`src/rtl/cell4_sweep_pkg.sv`:
```
// Shared types and constants for the NAND4 cell sweep controller.
package cell4_sweep_pkg;

    localparam int unsigned NUM_VEC  = 16;
    localparam logic [15:0] NAND4_TT = 16'h7FFF;

    typedef enum logic [1:0] {
        ST_IDLE,
        ST_HOLD,
        ST_SAMPLE,
        ST_FIN
    } sweep_state_e;

endpackage

```
`src/rtl/cell4_settle_timer.sv`:
```
// Load / count-down settle timer; expired is high once the count reaches zero.
module cell4_settle_timer #(
    parameter int unsigned CNT_W = 4
) (
    input  logic             clk,
    input  logic             rst,
    input  logic             load,
    input  logic [CNT_W-1:0] load_val,
    input  logic             en,
    output logic             expired
);

    logic [CNT_W-1:0] cnt_q, cnt_d;

    always_comb begin
        cnt_d = cnt_q;
        if (load)
            cnt_d = load_val;
        else if (en && cnt_q != '0)
            cnt_d = cnt_q - 1'b1;
    end

    always_ff @(posedge clk) begin
        if (rst) cnt_q <= '0;
        else     cnt_q <= cnt_d;
    end

    assign expired = (cnt_q == '0);

endmodule

```
`src/rtl/cell4_sweep_ctrl.sv`:
```
// Walks all 16 input vectors through a 4-input cell, holding each to settle,
// and records which vectors produced an unexpected zn.
module cell4_sweep_ctrl
    import cell4_sweep_pkg::*;
#(
    parameter int unsigned SETTLE_CYCLES = 2,
    parameter logic [15:0] EXP_TT        = NAND4_TT
) (
    input  logic        clk,
    input  logic        rst,
    input  logic        start,
    input  logic        abort,
    input  logic        zn,
    output logic        a1,
    output logic        a2,
    output logic        a3,
    output logic        a4,
    output logic [3:0]  vec_idx,
    output logic        busy,
    output logic        done,
    output logic [15:0] fail_mask,
    output logic [4:0]  err_count
);

    localparam logic [3:0] LAST_VEC = 4'(NUM_VEC - 1);
    // HOLD leaves on the cycle the timer reads zero, so load one less.
    localparam logic [3:0] HOLD_LOAD = 4'(SETTLE_CYCLES - 1);

    sweep_state_e state_q, state_d;
    logic [3:0]   vec_q, vec_d;
    logic [15:0]  mask_q, mask_d;
    logic [4:0]   err_q, err_d;
    logic         tmr_load, tmr_expired, mismatch;

    cell4_settle_timer #(.CNT_W(4)) u_timer (
        .clk      (clk),
        .rst      (rst),
        .load     (tmr_load),
        .load_val (HOLD_LOAD),
        .en       (state_q == ST_HOLD),
        .expired  (tmr_expired)
    );

    assign mismatch = (zn != EXP_TT[vec_q]);

    always_ff @(posedge clk) begin
        if (rst) begin
            state_q <= ST_IDLE;
            vec_q   <= '0;
            mask_q  <= '0;
            err_q   <= '0;
        end else begin
            state_q <= state_d;
            vec_q   <= vec_d;
            mask_q  <= mask_d;
            err_q   <= err_d;
        end
    end

    always_comb begin
        state_d = state_q;
        case (state_q)
            ST_IDLE:   if (start && !abort) state_d = ST_HOLD;
            ST_HOLD:   if (abort) state_d = ST_IDLE;
                       else if (tmr_expired) state_d = ST_SAMPLE;
            ST_SAMPLE: if (abort) state_d = ST_IDLE;
                       else if (vec_q == LAST_VEC) state_d = ST_FIN;
                       else state_d = ST_HOLD;
            ST_FIN:    state_d = ST_IDLE;
            default:   state_d = ST_IDLE;
        endcase
    end

    // Datapath follows the state transitions; an aborted SAMPLE records nothing.
    always_comb begin
        vec_d    = vec_q;
        mask_d   = mask_q;
        err_d    = err_q;
        tmr_load = 1'b0;
        case (state_q)
            ST_IDLE: if (start && !abort) begin
                vec_d    = '0;
                mask_d   = '0;
                err_d    = '0;
                tmr_load = 1'b1;
            end
            ST_HOLD: if (abort) vec_d = '0;
            ST_SAMPLE: begin
                if (abort) begin
                    vec_d = '0;
                end else begin
                    if (mismatch) begin
                        mask_d[vec_q] = 1'b1;
                        err_d         = err_q + 5'd1;
                    end
                    if (vec_q != LAST_VEC) begin
                        vec_d    = vec_q + 4'd1;
                        tmr_load = 1'b1;
                    end
                end
            end
            ST_FIN:  vec_d = '0;
            default: vec_d = '0;
        endcase
    end

    always_comb begin
        busy = (state_q == ST_HOLD) || (state_q == ST_SAMPLE);
        done = (state_q == ST_FIN);
    end

    assign {a1, a2, a3, a4} = vec_q;
    assign vec_idx          = vec_q;
    assign fail_mask        = mask_q;
    assign err_count        = err_q;

endmodule

```
`config.mk`:
```
export PLATFORM = sky130hd
export DESIGN_NAME = cell4_sweep_ctrl
export DESIGN_NICKNAME = d
export VERILOG_FILES = /design/src/rtl/cell4_sweep_pkg.sv /design/src/rtl/cell4_settle_timer.sv /design/src/rtl/cell4_sweep_ctrl.sv
export SDC_FILE = /design/constraint.sdc
export NUM_CORES = 1
export LEC_CHECK = 0
export ABC_CLOCK_PERIOD_IN_PS = 4600
export BUFFER_PORTS_ARGS = -buffer_cell sky130_fd_sc_hd__buf_2
export CELL_PAD_IN_SITES_DETAIL_PLACEMENT = 0
export CELL_PAD_IN_SITES_GLOBAL_PLACEMENT = 1
export CORE_AREA = 2 2 77 79
export CTS_BUF_LIST = sky130_fd_sc_hd__clkbuf_8
export DETAILED_ROUTE_END_ITERATION = 8
export DIE_AREA = 0 0 79 81
export PLACE_DENSITY_LB_ADDON = 0.1
export SLEW_MARGIN = 40
export SYNTH_ARGS = -nofsm -noshare
export SYNTH_HDL_FRONTEND = slang
export SYNTH_SLANG_ARGS = --single-unit
```
`constraint.sdc`:
```
create_clock -name clk -period 4.6 [get_ports clk]
set_input_delay 0.46 -clock clk [delete_from_list [all_inputs] [get_ports clk]]
set_output_delay 0.46 -clock clk [all_outputs]
set_load 0.01 [all_outputs]
```
==> After elaboration in Yosys (flattened, before gate mapping) <==
Memories as Yosys holds them, arrays and structs flattened. A register that Yosys moved wholly into a read port is not among the register bits.
Cells that the tools add are included.
{ "op_classes": {"eq_ne": 12, "n_lt_le_gt_ge": 2, "mux": 30, "n_reduce_logical": 14, "n_addsub": 3, "bitwise_logic": 1} }
{ "ops": {"columns": ["operator", "n"], "rows": [
  ["$mux W16", 3],
  ["$pmux W16 S2", 1],
  ["$mux W4", 6],
  ["$or A16 B16 Y16", 1],
  ["$pmux W4 S4", 1],
  ["$mux W5", 3],
  ["$mux W2", 5],
  ["$pmux W5 S2", 1],
  ["$ne A2 B2 Y1 const B", 4],
  ["$pmux W2 S4", 1],
  ["$mux W1", 7],
  ["$ne A3 B3 Y1 const B", 2],
  ["$add A5 B1 Y5 const B", 1],
  ["$lt A4 B5 Y1 const B", 1],
  ["$add A4 B1 Y4 const B", 1],
  ["$demux W1 S4", 1],
  ["$eq A2 B2 Y1 const B", 2],
  ["$eq A4 B4 Y1 const B", 1],
  ["$ge A4 B1 Y1 const B", 1],
  ["$logic_not A4 Y1", 1],
  ["$ne A4 B4 Y1 const B", 1],
  ["$reduce_and A4 Y1", 1],
  ["$reduce_bool A2 Y1", 2],
  ["$reduce_bool A4 Y1", 1],
  ["other kinds (11)", 13]
]} }
{ "word_totals": {"rom_bits": 16, "ff_bits": 31, "out_inout_bits": 31, "elab_cells": 69, "n_memories": 1} }
{ "memory_table": {"columns": ["memory", "depth", "word_bits", "read_ports", "rd_ports_with_merged_regs", "write_ports", "line", "source"], "rows": [
  ["(name not given)", 16, 1, 1, 1, 0, "cell4_sweep_ctrl.sv:44", "assign mismatch = (zn != EXP_TT[vec_q]);"]
]} }

==> Longest topological paths before layout <==
Gate-level depths: netlist of the first run.
{ "depth": {"depth_word": 8, "mapped_depth": 8, "depth_no_buf": 6} }

==> Cells and area by module <==
A second synthesis of the first run with hierarchy kept.
{ "unflattened": {"cells_unflattened": 182, "hier_area_um2": 1587.8} }
{ "modules_own_cells": {"columns": ["mod", "n_inst", "area_per_inst_um2", "seq_area_each_um2", "cells_each"], "rows": [
  ["cell4_sweep_ctrl", 1, 1325.0, 560.5, 153],
  ["cell4_settle_timer", 1, 262.8, 80.1, 29]
]} }

==> Worst setup path after synthesis of the first run <==
OpenSTA, ideal clock, no wires.
{ "synth_path": {"kind": "flip-flop to flip-flop", "from": "register state_q[0]", "to": "register with a tool-made name", "arrival_time_ps": 1778, "setup_ps": 132, "stages_incl_launch_ff": 8, "path_slack_ps": 2690, "n_path_buf": 1, "synth_period_minus_slack_ps": 1910, "cell_sequence": "dfxtp_1 inv_1 ha_1 buf_6 nor2b_4 or4_1 a221oi_2 o211ai_1"} }
{ "synth_lines": {"columns": ["item", "line", "source"], "rows": [
  ["start: declaration", "cell4_sweep_ctrl.sv:29", "sweep_state_e state_q, state_d;"],
  ["start signal: assignment", "cell4_sweep_ctrl.sv:53", "state_q <= state_d;"]
]} }

==> Final worst setup path of the first run <==
{ "layout_path": {"from": "register state_q[0]", "to": "register err_q[4], in the netlist err_count[4]"} }
{ "layout_via": {"elab_chain_cells": 3, "word_cells_on_any_way": 8, "cone_classes": "eq/ne (4); mux (1); reduce/logical (3)"} }
{ "layout_rtl": {"columns": ["item", "line", "source"], "rows": [
  ["$eq A2 B2 Y1 or $logic_not A2 Y1 (tied branches)", "cell4_sweep_ctrl.sv:80", "case (state_q)"],
  ["$ne A2 B2 Y1 (no line) or $reduce_bool A2 Y1 (tied branches)", null, null],
  ["$reduce_and A4 Y1 (no line)", null, null],
  ["end signal: assignment", "cell4_sweep_ctrl.sv:56", "err_q <= err_d;"],
  ["end: declaration", "cell4_sweep_ctrl.sv:32", "logic [4:0] err_q, err_d;"]
]} }
Parallel ways exist; a longest one is shown, timed or not.
A chain may end at the register's enable or synchronous reset.

==> metrics.md, run 1 <==
| Metric | Value |
|---|---|
| Pre-CTS WS | `2436 ps` |
| Via count | `between 1000 and 1500` |
| Worst slew margin | `approximately 53%` |
| Startpoint class of the critical path | `flop` |
| Data arrival, critical path | `about 2400 ps` |
| Initial core utilization | `between 20 and 30%` |
| Clock Skews | `roughly 4.2 ps` |
| # IOs | `36` |
| CTS H-tree lvls | `2` |
| Period utilisation layout | `between 40% and 50%` |
| Post-layout net count | `217` |
| Total CTS buffers | `5` |
| CTS tree | `yes` |
| 1st-iter DRT viols | `78` |
| VDD IR max | `around 0.16 mV` |
| Core area | `around 0.0057 sq mm` |
| Synth unique cells | `47` |
| CP endpoint kind | `flop` |
| Post-Route WL | `4007 microns` |
| Pwr Total | `between 0.6 and 0.7 mW` |
| Leak Pwr | `~0.8 nW` |
| Placed wire-length estimate | `3006 microns` |
| Clock root cell | `clkbuf_8` |
| Slew @ Worst Pin | `approximately 710 ps` |
| Synthesized instance count | `around 170` |
| FF+latch count, synth | `32` |
| Cell taking the most area after synthesis | `dfxtp_1` |
| Pint | `~0.44 mW` |
| Remaining DRCs | `0` |
| Pwr Density | `320.2 mW/mm^2` |
| Logic pwr share | `between 10% and 20%` |
| Avg Inst Size Synth | `9.271 sq um` |
| Cts repair resizes | `0` |
| CP max-delay cell | `a2111oi_4` |
| Top cells by instance count after synthesis | `dfxtp_1, nor2_1, ha_1, a21oi_1, inv_1` |
| Initial antenna violation count | `0` |
| Synth Warn # | `0` |
| Maximum clock path buffer count | `2` |
| Mapped Area | `between 0.0015 and 0.002 sq mm` |
| Clock-pin slew on the worst setup and hold paths | `~70 ps` |
| Max Cap Viol | `0` |
| Sw Pwr | `0.1690 mW` |
| Top-area cell type share of the netlist area | `roughly two fifths` |
| Predominant post-synthesis flop cell | `dfxtp_1` |
| Final Max Slew Viols | `0` |
| Critical Path Fanout Max | `11` |
| All-layer global routing usage | `a little over an eighth` |
| Switching part of the total | `27.88%` |
| Sequential fraction of the synthesis area | `between 40% and 50%` |
| Status | `complete, no violations` |
| Number of synthesized flops with an enable pin | `0` |
| Final Hold Viols | `0` |
| CTS Hold Bufs | `0` |
| Ys async rst share | `0%` |
| First-pass GRT wire length | `~6500 microns` |
| Detail-routed via count per cell | `roughly 4.8` |
| DRT Pass-1 Iters | `4` |
| Max Fclk | `approximately 0.46 GHz` |
| RSZ-0062 raised after global routing | `no` |
| Total global routing overflow | `0` |
| Clock sinks | `32` |
| Clock network fraction of total power | `between 30% and 40%` |
| Hold Crit Class | `reg2reg` |
| IO Port Bufs | `35` |
| Syn_nets | `187` |
| Antenna-violating nets left | `0` |
| Chip Width | `between 70 and 80 microns` |
| Filler Cell Count | `just over 600` |
| CP top delay family | `compound AO/OA/AOI/OAI gates` |
| Routed WL per cell | `around 14 microns` |
| Synth-to-layout area growth | `19.42%` |
| Tmin final | `2186 ps` |
| Critical-path cell list | `inv_1 -> ha_1 -> nor2_1 -> a2111oi_4 -> nand4_1 -> mux2i_1` |
| Placer Congestion | `around 0.72` |
| Buf+Inv Stages, Crit Path | `1` |
| Cells taking the most area after synthesis | `dfxtp_1, ha_1, a22o_1` |
| Total die area | `~0.0064 sq mm` |
| Post-CTS Repair Setup Buffers | `0` |
| Ant diodes | `0` |
| Sequential power share | `around 48%` |
| Share of post-route cells with drive strength above 1 | `about a quarter` |
| CP peak stage delay | `700 ps` |
| Most frequent cell after synthesis | `dfxtp_1` |
| Vias in the first global route | `around 1300` |
| Post-route setup TNS | `0 ps` |
| Site Rows | `28` |
| PnR worst setup slack | `around 2400 ps` |
| Worst Path Class, Setup | `reg2reg` |
| Required time of the worst setup path | `approximately 4800 ps` |
| Count of final setup violators | `0` |
| Vert. Die Dim | `~80 microns` |
| Skew-Pair Late Insertion Delay | `between 200 and 300 ps` |
| Largest net degree at the start of global routing | `14` |
-- worst reg2reg max path, stage by stage (launching register included) --
cell and delay, ps:
dfxtp_1 350, inv_1 120, ha_1 390, nor2_1 160, a2111oi_4 710, nand4_1 220
mux2i_1 150
-- cells by family (layout without fill, tap and decap cells) --
group	after synthesis	count (layout)	synth area share, %
AOI/OAI and AO/OA	45	45	20.60
xor gates and xnor gates	3	3	1.658
adders and majority gates	11	11	8.682
buffers and inverters	21	52	6.709
DFF	32	32	40.41
muxes	2	2	1.263
and+or+nand+nor	57	57	20.68
-- final timing paths --
kind,start,to,slack (ps),cells past startpoint
worst max-delay path,state_q[0],err_count[4],2410,6
worst min-delay path,fail_mask[13],fail_mask[13],470,2
worst max register to register,state_q[0],err_count[4],2410,6
worst min register to register,fail_mask[13],fail_mask[13],470,2
-- power groups by stage --
stage	combinational, mW	clock (mW)	sequential, mW
final	0.0925	0.224	0.289
after global routing	0.104	0.248	0.290
after CTS	0.0937	0.235	0.289
after detailed placement	0.0934	0	0.295
after global placement	0.0891	0	0.295
after floorplan	0.0705	0	0.295
-- metal layers --
layer  GRT usage (%)  share of wire (%)  vias up
met3           3.778                3.9        6
met4           5.000                1.3        0
met5               0                  0        -
met2           21.10                 48       28
met1           16.90                 47      627
li1                -                  -      677
-- layout make-up --
type                       instances  area (sq um)  area share (%)
clock buffer                       6         82.58           4.362
inverter                           9         33.78           1.785
tap                               75         93.84           4.957
multi-input combinational        118         857.1           45.27
timing repair buffer              35         175.2           9.253
clock inverter                     2         10.01          0.5287
sequential                        32         640.6           33.84
-- registers in the layout, indices dropped and copies added, names as in the netlist, named ones only --
| register | count |
|---|---|
| err_count | 5 |
| fail_mask | 16 |
| state_q | 2 |
| u_timer.cnt_q | 4 |
| vec_idx | 4 |
-- placed cells by master, fill, tap and decap left out, types with 2 or more instances in the layout --
cell type  instances
clkbuf_8           6
a211oi_1           3
o21ai_0            3
nor3_1             2
nand3_1            6
a21oi_1           10
xnor2_1            2
buf_2             35
nor2b_1            5
a22o_1             8
or2_2              2
clkinv_2           2
a22oi_1            2
nand2b_1           3
and2_1             2
mux2i_1            2
nand2_1            6
or3_1              3
nor2_1            16
nor4_2             2
a31oi_1            7
dfxtp_1           32
ha_1              11
inv_1              9
-- metrics by stage --
stage	util (%)	hold slack (ps)	std cells	instance area, sq um
2_1_floorplan	-	452.3	171	1585
4_1_cts	33.36	473.6	277	1893
6_report	33.36	466.3	277	1893
3_3_place_gp	31.50	453.9	269	1788
3_5_place_dp	31.72	456.5	269	1800
5_1_grt	33.36	489.2	277	1893
No activity file was read; power rests on OpenSTA's default activity.
==> run 2: changes to the inputs <==
Settings changed: ABC_AREA from default to 1, ABC_CLOCK_PERIOD_IN_PS 4600 to 2300, CORE_AREA 2 2 77 79 to 2 2 80 82, DIE_AREA 0 0 79 81 to 0 0 82 84.
Clock period 4.6 ns to 2.3 ns, I/O delays scaled along.
==> metrics.md, run 2 <==
| Metric | Value |
|---|---|
| Status | `complete, no violations` |
| Most common cell after layout, fill and taps aside | `nand2_1` |
| Total CTS buffers | `5` |
| Final Max Slew Viols | `0` |
| Leak Pwr | `between 0.9 and 1 nW` |
| Remaining DRCs | `0` |
| FF-to-FF setup slack | `approximately 570 ps` |
| VDD IR max | `approximately 0.37 mV` |
| First-pass GRT wire length | `just over 6000 microns` |
| Avg Inst Size Synth | `7.502 sq um` |
| Cells taking the most area after synthesis | `dfxtp_1, nand2_1, inv_1` |
| Max Cap Viol | `0` |
| Required time of the worst setup path | `around 2500 ps` |
| Chip Width | `82 microns` |
| Via count | `between 1000 and 1500` |
| CTS tree | `yes` |
| Post-Route WL | `roughly 3700 microns` |
| Max Fclk | `approximately 0.58 GHz` |
| CP top delay family | `simple AND/OR/NAND/NOR gates` |
| Top-area cell type share of the netlist area | `around two fifths` |
| Clock Skews | `around 6 ps` |
| Period utilisation layout | `between 70% and 80%` |
| Buf+Inv Stages, Crit Path | `2` |
| Min-Delay Startpoint | `rst` |
| Vias in the first global route | `roughly 1300` |
| Total die area | `slightly below 0.007 sq mm` |
| Worst Path Class, Setup | `reg2reg` |
| Skew-Pair Late Insertion Delay | `280 ps` |
| CP endpoint kind | `flop` |
| Predominant post-synthesis flop cell | `dfxtp_1` |
| Share of post-route cells with drive strength above 1 | `between 20 and 30%` |
| Synth unique cells | `28` |
| Max reg flops | `16` |
| Synth-to-layout area growth | `17.72%` |
| Clock-pin slew on the worst setup and hold paths | `around 60 ps` |
| Tmin final | `1733 ps` |
| Worst slew margin | `74.76%` |
| Number of cells after detailed placement | `between 300 and 400` |
| Data arrival, critical path | `roughly 1900 ps` |
| Syn_nets | `between 200 and 250` |
| Ant diodes | `0` |
| Placer Congestion | `between 0.7 and 0.8` |
| IO Port Bufs | `35` |
| Synthesized instance count | `about 220` |
| Top cells by instance count after synthesis | `nand2_1, inv_1, dfxtp_1, a21oi_1, nor2_1` |
| Largest net degree at the start of global routing | `11` |
| Routed WL per cell | `11.11 microns` |
| Clock root cell | `clkbuf_8` |
| Most frequent cells in the layout | `nand2_1, inv_1, buf_2, dfxtp_1, a21oi_1` |
| Hold Crit Endpoint | `err_count[2]` |
| Filler Cell Count | `roughly 710` |
| FF+latch count, synth | `32` |
| Detail-routed via count per cell | `~4.1` |
| # IOs | `36` |
| Most frequent cell after synthesis | `nand2_1` |
| Hold Path Stages | `2` |
| Smallest hold slack | `around 250 ps` |
| Pwr Density | `roughly 660 mW/mm^2` |
| Number of synthesized flops with an enable pin | `0` |
| Core area | `0.006096 sq mm` |
| CP max-delay cell | `ha_1` |
| Initial core utilization | `between 20% and 30%` |
| Placed wire-length estimate | `between 2000 and 3000 microns` |
| Cell taking the most area after synthesis | `dfxtp_1` |
| Final Hold Viols | `0` |
| Site Rows | `29` |
| CTS Hold Bufs | `0` |
| Total global routing overflow | `0` |
| Vert. Die Dim | `between 80 and 90 microns` |
| CP peak stage delay | `390 ps` |
| CTS H-tree lvls | `2` |
| Count of final setup violators | `0` |
| Final Util | `around a third` |
| Initial antenna violation count | `0` |
| Post-CTS Repair Setup Buffers | `0` |
| Reg2reg start | `state_q[0]` |
| Pwr Total | `between 1 and 1.5 mW` |
| Post-route setup TNS | `0 ps` |
| Post-route insts no fill | `between 300 and 400` |
| Critical Path Fanout Max | `7` |
| Cts repair resizes | `0` |
| 1st-iter DRT viols | `33` |
| Maximum clock path buffer count | `2` |
| Mapped Area | `between 0.0015 and 0.002 sq mm` |
| Hold Crit Class | `in2reg` |
| RSZ-0062 raised after global routing | `no` |
| FF+latch area | `640.6 sq um` |
| Post-layout net count | `275` |
| DRT Pass-1 Iters | `4` |
| Sequential fraction of the synthesis area | `38.12%` |
| Clock sinks | `32` |
| Critical-path cell list | `inv_1 -> ha_1 -> inv_4 -> nor2_2 -> nand2_2 -> nand3_2 -> nand2_1 -> a21oi_2 -> nand3_1` |
| Synth Warn # | `0` |
| Ys async rst share | `0%` |
| Number of cells on the worst reg-to-reg path | `9` |
| Antenna-violating nets left | `0` |
| Slew @ Worst Pin | `around 380 ps` |
| Startpoint class of the critical path | `flop` |
| All-layer global routing usage | `between 10% and 20%` |
| Multi-input logic area | `between 800 and 900 sq um` |
==> run 2: changes by cell type in the layout (fill, tap and decap cells not counted), sizes merged, moves of 3 or more <==
cell | before | now
a211oi | 3 | 0
o21ai | 3 | 6
nand4 | 1 | 4
nand2 | 6 | 49
nand2b | 3 | 0
inv | 9 | 43
nor2b | 6 | 0
a21oi | 10 | 24
a22o | 8 | 0
a31oi | 7 | 0
nand3 | 6 | 12
nor2 | 16 | 28
or3 | 3 | 0
==> run 2: cell families after synthesis <==
logic type	Yosys count	share of synthesized area [%]
and+or+nand+nor	94	26.51
buffers and inverters	50	13.33
AOI/OAI and AO/OA	34	12.29
DFF	32	38.12
adders and majority gates	11	8.190
xor gates and xnor gates	3	1.564
==> run 2: final cells by class <==
cell class / count / area share, %
multi-input combinational: 142 / 41.24
sequential: 32 / 32.38
timing repair buffer: 36 / 9.235
inverter: 42 / 8.349
tap: 77 / 4.870
clock buffer: 5 / 3.479
clock inverter: 2 / 0.4428
==> run 2: worst register-to-register path, stage by stage (launching register included) <==
cell and delay (ps):
dfxtp_1 330, inv_1 120, ha_1 390, inv_4 80
nor2_2 170, nand2_2 110, nand3_2 110, nand2_1 80
a21oi_2 170, nand3_1 80
==> run 2: stage by stage <==
stage / area (sq um) / setup WS, ps
floorplan: 1680 / 837.2
global placement: 1901 / 601.6
detailed placement: 1901 / 560.9
CTS: 1978 / 547.8
global route: 1978 / 369.7
finish: 1978 / 566.6
==> run 2: per-layer routing <==
layer	track usage [%]	routed length (microns)
met4	4.091	49
met3	3.139	170
met2	18.77	1795
met5	0	0
met1	14.44	1716
==> run 2: worst max path at each step <==
stage / slack [ps] / from / endpoint / cells after the start
final: 570 / state_q[0] / flop / 9
after global routing: 370 / state_q[0] / flop / 11
after CTS: 550 / state_q[0] / flop / 9
after detailed placement: 560 / state_q[0] / flop / 9
after global placement: 600 / state_q[0] / flop / 11
after floorplan: 840 / vec_idx[0] / flop / 10
==> run 2: power by group <==
part           switching (mW)  leakage (nW)  internal [mW]  total (mW)
combinational           0.202         0.605          0.102       0.303
clock                   0.198        0.0452          0.201       0.399
sequential             0.0279         0.259          0.584       0.612
==> run 3: changes to the inputs <==
Settings changed: ABC_AREA 1 to 0, ABC_CLOCK_PERIOD_IN_PS 2300 to 1800, CORE_AREA 2 2 80 82 to 2 2 77 79, DIE_AREA 0 0 82 84 to 0 0 79 81.
Clock period 2.3 ns to 1.8 ns, I/O delays scaled along.
==> metrics.md, run 3 (same netlist as run 1, synthesis figures left out) <==
| Metric | Value |
|---|---|
| Number of cells on the worst reg-to-reg path | `6` |
| Leak Pwr | `0.9657 nW` |
| Remaining DRCs | `0` |
| Crit. Startpoint | `state_q[0]` |
| Final Util | `about two fifths` |
| Ant diodes | `0` |
| Vias in the first global route | `1439` |
| Data arrival, critical path | `between 1500 and 2000 ps` |
| Worst Path Class, Setup | `reg2reg` |
| Post-layout net count | `around 250` |
| First-pass GRT wire length | `roughly 7000 microns` |
| Final Hold Viols | `0` |
| Final Max Slew Viols | `0` |
| VDD IR max | `roughly 0.28 mV` |
| Reg2reg start | `state_q[0]` |
| Detail-routed via count per cell | `around 4.8` |
| CTS Hold Bufs | `0` |
| Tmin final | `1791 ps` |
| Max Cap Viol | `0` |
| Total CTS buffers | `5` |
| CP endpoint kind | `flop` |
| Max reg flops | `16` |
| Total global routing overflow | `0` |
| Status | `complete, no violations` |
| Largest net degree at the start of global routing | `13` |
| Clock sinks | `32` |
| Slew @ Worst Pin | `between 400 and 500 ps` |
| Synth-to-layout area growth | `37.73%` |
| Startpoint class of the critical path | `flop` |
| Required time of the worst setup path | `1960 ps` |
| Initial core utilization | `~28%` |
| Hold Crit Endpoint | `vec_idx[0]` |
| Core area | `around 0.0057 sq mm` |
| PnR worst setup slack | `9.082 ps` |
| Pre-CTS WS | `-69.09 ps` |
| 1st-iter DRT viols | `32` |
| Max Fclk | `0.5584 GHz` |
| Vert. Die Dim | `just over 80 microns` |
| Most frequent cells in the layout | `buf_2, dfxtp_1, buf_4, nor2_1` |
| Final instance area | `between 0.002 and 0.0025 sq mm` |
| Site Rows | `28` |
| Pwr Total | `1.640 mW` |
| Initial antenna violation count | `0` |
| Placed Area | `between 0.0015 and 0.002 sq mm` |
| # IOs | `36` |
| Pwr Density | `around 750 mW/mm^2` |
| Hold Crit Class | `in2reg` |
| Skew-Pair Late Insertion Delay | `290 ps` |
| Via count | `between 1000 and 1500` |
| FF-to-FF setup slack | `9 ps` |
| All-layer global routing usage | `roughly 14%` |
| Antenna-violating nets left | `0` |
| Total die area | `about 0.0064 sq mm` |
| CP peak stage delay | `490 ps` |
| CP max-delay cell | `or4_4` |
| Post-route setup TNS | `0 ps` |
| Smallest hold slack | `between 200 and 300 ps` |
| IO Port Bufs | `35` |
| Post-Route WL | `approximately 4200 microns` |
| Clock Skews | `around 11 ps` |
| Most common cell after layout, fill and taps aside | `buf_2` |
| Placed wire-length estimate | `about 3100 microns` |
| Chip Width | `a little under 80 microns` |
| CTS H-tree lvls | `2` |
| Critical Path Fanout Max | `3` |
| Hold Path Stages | `3` |
| Post-route insts no fill | `slightly above 300` |
| Share of post-route cells with drive strength above 1 | `between 30% and 40%` |
| Min-Delay Startpoint | `rst` |
| Number of cells after detailed placement | `292` |
| CTS tree | `yes` |
| Clock root cell | `clkbuf_8` |
| Period utilisation layout | `roughly 99%` |
| RSZ-0062 raised after global routing | `yes` |
| Routed WL per cell | `13.73 microns` |
| Critical-path cell list | `buf_4 -> ha_4 -> nand2b_4 -> or4_4 -> a221oi_4 -> o211ai_1` |
| Maximum clock path buffer count | `2` |
| DRT Pass-1 Iters | `4` |
| Worst slew margin | `between 70% and 80%` |
| Placer Congestion | `approximately 0.77` |
| Clock-pin slew on the worst setup and hold paths | `80 ps` |
| Count of final setup violators | `0` |
==> run 3: worst max path at each step <==
stage | to | cells after the start
finish | flop | 6
global route | fail_mask[10] | 7
CTS | err_count[2] | 6
detailed placement | flop | 7
global placement | flop | 7
floorplan | err_count[3] | 7
==> run 3: power breakdown <==
| group | internal [mW] | switching, mW | leakage, nW |
|---|---|---|---|
| clock | 0.301 | 0.276 | 0.0538 |
| combinational | 0.154 | 0.170 | 0.652 |
| sequential | 0.724 | 0.0145 | 0.260 |
==> run 3: what timing repair did <==
item,in CTS,in global routing
setup endpoints to repair,4,23
setup buffers,6,0
pin swaps,7,6
resized for setup,12,7
==> run 3: area by class of cell <==
cell class / instances / area [sq um]
Tap cell: 75 / 93.84
Clock inverter: 2 / 7.507
Fill cell: 611 / 3492
Sequential cell: 32 / 646.9
Inverter: 9 / 38.79
Clock buffer: 6 / 82.58
Timing Repair Buffer: 64 / 392.9
Multi-Input combinational cell: 118 / 920.9
==> run 3: worst max-delay path: cells and delay by family (launching register included) <==
kind,cells,cell delay [ps]
flip-flops,1,340
adder cells (fa/ha/maj),1,150
AND/OR/NAND/NOR,2,630
buffers and inverters,1,150
AO/OA/AOI/OAI,2,410
==> run 3: metal layers <==
metal / vias to the layer above / share of wire (%) / GRT usage, %
met1: 684 / 46 / 17.56
met4: 0 / 1.5 / 5.690
met2: 35 / 48 / 23.98
li1: 733 / - / -
met5: - / 0 / 0
met3: 6 / 4.6 / 3.667
